[src/rtl/tcb_gpio_arb_pkg.sv]
// Shared definitions for the TCB GPIO arbiter: GPIO register map and lock FSM encoding.
package tcb_gpio_arb_pkg;

    localparam logic [7:0] GPIO_OUT_OFS = 8'h00;
    localparam logic [7:0] GPIO_ENA_OFS = 8'h04;
    localparam logic [7:0] GPIO_INP_OFS = 8'h08;

    typedef enum logic {
        ST_UNLOCKED = 1'b0,
        ST_LOCKED   = 1'b1
    } arb_state_e;

endpackage

[src/rtl/tcb_gpio_arb_rr.sv]
// Cyclic priority encoder: selects the first set vld bit starting at ptr and wrapping.
module tcb_gpio_arb_rr #(
    parameter int unsigned RN = 2,
    parameter int unsigned PW = 1
) (
    input  logic [RN-1:0] vld,
    input  logic [PW-1:0] ptr,
    output logic [PW-1:0] gnt,
    output logic          any
);

    logic [PW:0]   sum;
    logic [PW-1:0] idx;

    // Walk offsets from farthest to nearest so the nearest valid index wins last.
    always_comb begin
        gnt = '0;
        any = 1'b0;
        sum = '0;
        idx = '0;
        for (int unsigned k = RN; k > 0; k--) begin
            sum = {1'b0, ptr} + (PW+1)'(k - 1);
            if (sum >= (PW+1)'(RN)) begin
                sum = sum - (PW+1)'(RN);
            end
            idx = sum[PW-1:0];
            if (vld[idx]) begin
                gnt = idx;
                any = 1'b1;
            end
        end
    end

endmodule

[src/rtl/tcb_gpio_arb.sv]
// Round-robin arbiter of RN TCB requesters onto one GPIO controller port.
// Define TCB_GPIO_ARB_LOCK_EN to add the UNLOCKED/LOCKED ownership FSM.
module tcb_gpio_arb
    import tcb_gpio_arb_pkg::*;
#(
    parameter int unsigned RN = 2,
    parameter int unsigned GW = 32,
    parameter int unsigned AW = 4
) (
    input  logic             clk,
    input  logic             rst_n,
    input  logic [RN-1:0]    req_vld,
    input  logic [RN-1:0]    req_lck,
    input  logic [RN-1:0]    req_wen,
    input  logic [RN*AW-1:0] req_adr,
    input  logic [RN*GW-1:0] req_wdt,
    output logic [RN-1:0]    req_rdy,
    output logic [RN-1:0]    rsp_vld,
    output logic [GW-1:0]    rsp_rdt,
    output logic             mgr_vld,
    output logic             mgr_wen,
    output logic [AW-1:0]    mgr_adr,
    output logic [GW-1:0]    mgr_wdt,
    input  logic             mgr_rdy,
    input  logic [GW-1:0]    mgr_rdt
);

    localparam int unsigned PW = (RN > 1) ? $clog2(RN) : 1;

    logic [PW-1:0] ptr;
    logic [PW-1:0] gnt;
    logic [PW-1:0] gnt_inc;
    logic          any;
    logic [RN-1:0] vld_eff;
    logic          xfer;
    logic          ptr_upd;

    tcb_gpio_arb_rr #(
        .RN (RN),
        .PW (PW)
    ) u_rr (
        .vld (vld_eff),
        .ptr (ptr),
        .gnt (gnt),
        .any (any)
    );

    assign xfer    = any & mgr_rdy;
    assign gnt_inc = (gnt == PW'(RN - 1)) ? '0 : gnt + 1'b1;

`ifdef TCB_GPIO_ARB_LOCK_EN
    arb_state_e    state;
    arb_state_e    state_nxt;
    logic [PW-1:0] own;
    logic          locked;

    always_ff @(posedge clk or negedge rst_n) begin
        if (!rst_n) begin
            state <= ST_UNLOCKED;
            own   <= '0;
        end else begin
            state <= state_nxt;
            if (xfer && (state == ST_UNLOCKED) && req_lck[gnt]) begin
                own <= gnt;
            end
        end
    end

    always_comb begin
        state_nxt = state;
        case (state)
            ST_UNLOCKED: if (xfer && req_lck[gnt])  state_nxt = ST_LOCKED;
            ST_LOCKED:   if (xfer && !req_lck[own]) state_nxt = ST_UNLOCKED;
            default:     state_nxt = ST_UNLOCKED;
        endcase
    end

    // While locked only the owner can win, so gnt == own on any transfer and
    // the unlocking transfer advances ptr to own+1 through the common path.
    always_comb begin
        locked  = (state == ST_LOCKED);
        vld_eff = locked ? (req_vld & (RN'(1) << own)) : req_vld;
        ptr_upd = xfer & (~locked | ~req_lck[own]);
    end
`else
    logic unused_lck;
    assign unused_lck = ^req_lck;

    always_comb begin
        vld_eff = req_vld;
        ptr_upd = xfer;
    end
`endif

    always_ff @(posedge clk or negedge rst_n) begin
        if (!rst_n) begin
            ptr     <= '0;
            rsp_vld <= '0;
        end else begin
            if (ptr_upd) begin
                ptr <= gnt_inc;
            end
            rsp_vld <= xfer ? (RN'(1) << gnt) : '0;
        end
    end

    always_comb begin
        mgr_vld = any;
        mgr_wen = 1'b0;
        mgr_adr = '0;
        mgr_wdt = '0;
        req_rdy = '0;
        if (any) begin
            mgr_wen = req_wen[gnt];
            mgr_adr = req_adr[32'(gnt)*AW +: AW];
            mgr_wdt = req_wdt[32'(gnt)*GW +: GW];
            req_rdy = RN'(mgr_rdy) << gnt;
        end
    end

    assign rsp_rdt = mgr_rdt;

endmodule
[config.mk]
export PLATFORM = sky130hd
export DESIGN_NAME = tcb_gpio_arb
export DESIGN_NICKNAME = d
export VERILOG_FILES = /design/src/rtl/tcb_gpio_arb_pkg.sv /design/src/rtl/tcb_gpio_arb_rr.sv /design/src/rtl/tcb_gpio_arb.sv
export SDC_FILE = /design/constraint.sdc
export NUM_CORES = 1
export LEC_CHECK = 0
export CORE_AREA = 2 2 72 74
export CTS_CLUSTER_SIZE = 40
export DETAILED_ROUTE_END_ITERATION = 12
export DIE_AREA = 0 0 74 76
export GPL_TIMING_DRIVEN = 0
export PLACE_DENSITY = 0.84
export SLEW_MARGIN = 10
export SYNTH_ARGS = -nofsm -noshare
export SYNTH_HDL_FRONTEND = slang
export SYNTH_SLANG_ARGS = --single-unit
[constraint.sdc]
create_clock -name clk -period 3.81 [get_ports clk]
set_input_delay 0.5715 -clock clk [delete_from_list [all_inputs] [get_ports clk]]
set_output_delay 0.5715 -clock clk [all_outputs]
set_load 0.05 [all_outputs]
==> impl_metrics.tcl <==
set metrics [dict create \
    r2r_end "rsp_vld[1]" \
    reg2reg_slack_ns 2.59 \
    syn_area_sq_um 851 \
    die_area_sq_mm 0.00562 \
    postCtsSetupBuffers 0 \
    cp-end-kind "output port" \
    powerDensity_mw_per_mm2 285 \
    grt_start_max_net_pins 11 \
    p_int_mw 0.354 \
    ant_nets 0 \
    drv_cap 0 \
    clock-sinks 3 \
    clkTransAtPathRegs_ns 0.03 \
    switchingPower_mw 0.357 \
    clock_skew_ns 0.00130 \
    synth_area_leaders "a32o_1, buf_4, dfrtp_1, buf_6, a32o_2" \
    grt_overflow 0 \
    drc 0 \
    synth_cell_types 15 \
    fin_crit_ns 3.30 \
    critPathRequiredTime_ns 3.24 \
    grt_pass1_wl_um 6620 \
    core_sq_mm 0.00491 \
    pre_cts_slack_ns 0.512 \
    io_pins 187 \
    die_h_um 76 \
    seq_power_share 0.057 \
    cts_tree "built" \
    crit_path_max_fanout 10 \
    die_w_um 74 \
    fin_nets 363 \
    drt_iter0_markers 67 \
    synth_top_area_cell "a32o_1" \
    fill_cells 476 \
    reg2reg_from "ptr" \
    track_usage 0.148 \
    yosys_warnings 0 \
    critPathKind "in2out" \
    outcome "complete, no violations" \
    cts_hold_buf 0 \
    crit_arrival_ns 2.73 \
    antenna_found_initial 0 \
    p_comb_frac 0.812 \
    synth_cells 94 \
    p_clk_frac 0.131 \
    cts_resized 0 \
    p_sw_frac 0.501 \
    setup_violations 0 \
    drv_slew 0 \
    setup_slack_ns 0.511 \
    avgSynthCellArea_sq_um 9.05 \
    final_layout_size_suffix_gt1_frac 0.193 \
    clock_latency_ns 0.22 \
    io_buffers 151 \
    diodes 0 \
    syn-num-nets 207 \
    gp_congestion 0.689 \
    synth_top_cell_area_share 0.412 \
    tns_ns 0 \
    h-tree-depth 1 \
    cts-root-buf "clkbuf_8" \
    vias_per_cell 4.57 \
    initial_core_util 0.173 \
    finalCritPeriodShare 0.866 \
    tightest_slew_ns 0.554 \
    cp-start-kind "primary input" \
    drt-total-wl_um 4610 \
    wl_per_cell_um 14.5 \
    rows 26 \
    p_leak_nw 0.972 \
    numCtsBuffers 3 \
    areaGrowthSynthToFinish_pct 193 \
    r2r_cells 4 \
    dr.pass1.iters 4 \
    peakVddDrop_v 0.000116 \
    finalHoldViolCount 0 \
    slew_headroom 0.629 \
    grt_pass1_vias 1444 \
    rsz0062_at_grt "no" \
    clockBufferDepth 2 \
    yosysSeqAreaShare 0.0882 \
    hpwl_um 3810 \
    timing.fmax_mhz 303 \
    vias 1459 \
    min_path_type "in2async" \
    synth_seq_cells 3 \
]
[Yosys cell counts, drive strengths merged]
| library cell | n |
|---|---|
| a21boi | 1 |
| a21oi | 3 |
| a31oi | 1 |
| a32o | 37 |
| and3 | 2 |
| buf | 41 |
| clkbuf | 3 |
| dfrtp | 3 |
| nand2 | 1 |
| nand2b | 1 |
| or2 | 1 |
[per-stage QoR]
stage | instance area, sq um | instances | total power, mW | hold WS (ns) | utilization
finish | 2490 | 319 | 0.711 | 0.534 | 0.508
global route | 2490 | 319 | 0.742 | 0.545 | 0.508
CTS | 2490 | 319 | 0.717 | 0.535 | 0.508
detailed placement | 2450 | 315 | 0.620 | 0.592 | 0.499
global placement | 2450 | 315 | 0.615 | 0.582 | 0.499
floorplan | 851 | 94 | 0.398 | 0.276 | -
[registers in the layout, summed over array words and instances (netlist names)]
signal	count
ptr	1
rsp_vld	2
[final cells by class]
cell class / count / area (sq um) / share of cell area
Buffer: 44 / 327 / 0.131
Clock buffer: 4 / 45.0 / 0.0181
Multi-Input combinational cell: 47 / 449 / 0.180
Sequential cell: 3 / 75.1 / 0.0301
Tap cell: 70 / 87.6 / 0.0351
Timing Repair Buffer: 151 / 1510 / 0.606
[layout by cell type, fill, tap and decap left out]
cell type,count
clkdlybuf4s50_1,151
a32o_1,35
buf_4,32
buf_6,5
clkbuf_1,4
buf_2,3
a21oi_1,3
clkbuf_8,3
dfrtp_1,3
a32o_2,2
and3_1,2
or2_2,1
nand2_1,1
nand2b_4,1
a21boi_4,1
buf_1,1
a31oi_1,1
[worst max-delay path, cell delays in order]
cell and delay, ns:
clkdlybuf4s50_1 0.59, a21boi_4 0.41, buf_6 0.20, a32o_1 0.13, clkdlybuf4s50_1 0.83
[cells by family (layout without fill, tap and decap cells)]
logic type | Yosys count | count (layout) | share of synthesized area
buf+inv | 44 | 199 | 0.384
simple gates | 5 | 5 | 0.0426
compound gates | 42 | 42 | 0.485
flops | 3 | 3 | 0.0882
[per-layer routing]
metal / global-route usage / up-vias / wire (um)
li1: - / 668 / -
met3: 0.0238 / 14 / 447
met2: 0.278 / 115 / 2330
met4: 0.0564 / 0 / 121
met5: 0 / - / 0
met1: 0.158 / 662 / 1720
[worst max-delay path by stage]
stage / from / endpoint / slack, ns
after CTS: req_vld[0] / mgr_wdt[3] / 0.51
final: req_vld[0] / mgr_wdt[12] / 0.51
after global routing: req_vld[0] / mgr_wdt[3] / 0.41
after floorplan: req_vld[1] / req_rdy[0] / 1.52
after global placement: req_vld[0] / mgr_wdt[27] / 0.52
after detailed placement: req_vld[0] / mgr_wdt[3] / 0.51
[power groups by stage]
stage | combinational, mW | sequential [mW] | clock, mW
after floorplan | 0.353 | 0.0450 | 0
after global placement | 0.575 | 0.0403 | 0
after detailed placement | 0.580 | 0.0405 | 0
after CTS | 0.582 | 0.0401 | 0.0953
after global routing | 0.600 | 0.0409 | 0.101
final | 0.577 | 0.0406 | 0.0931
(Power assumes the default switching activity.)
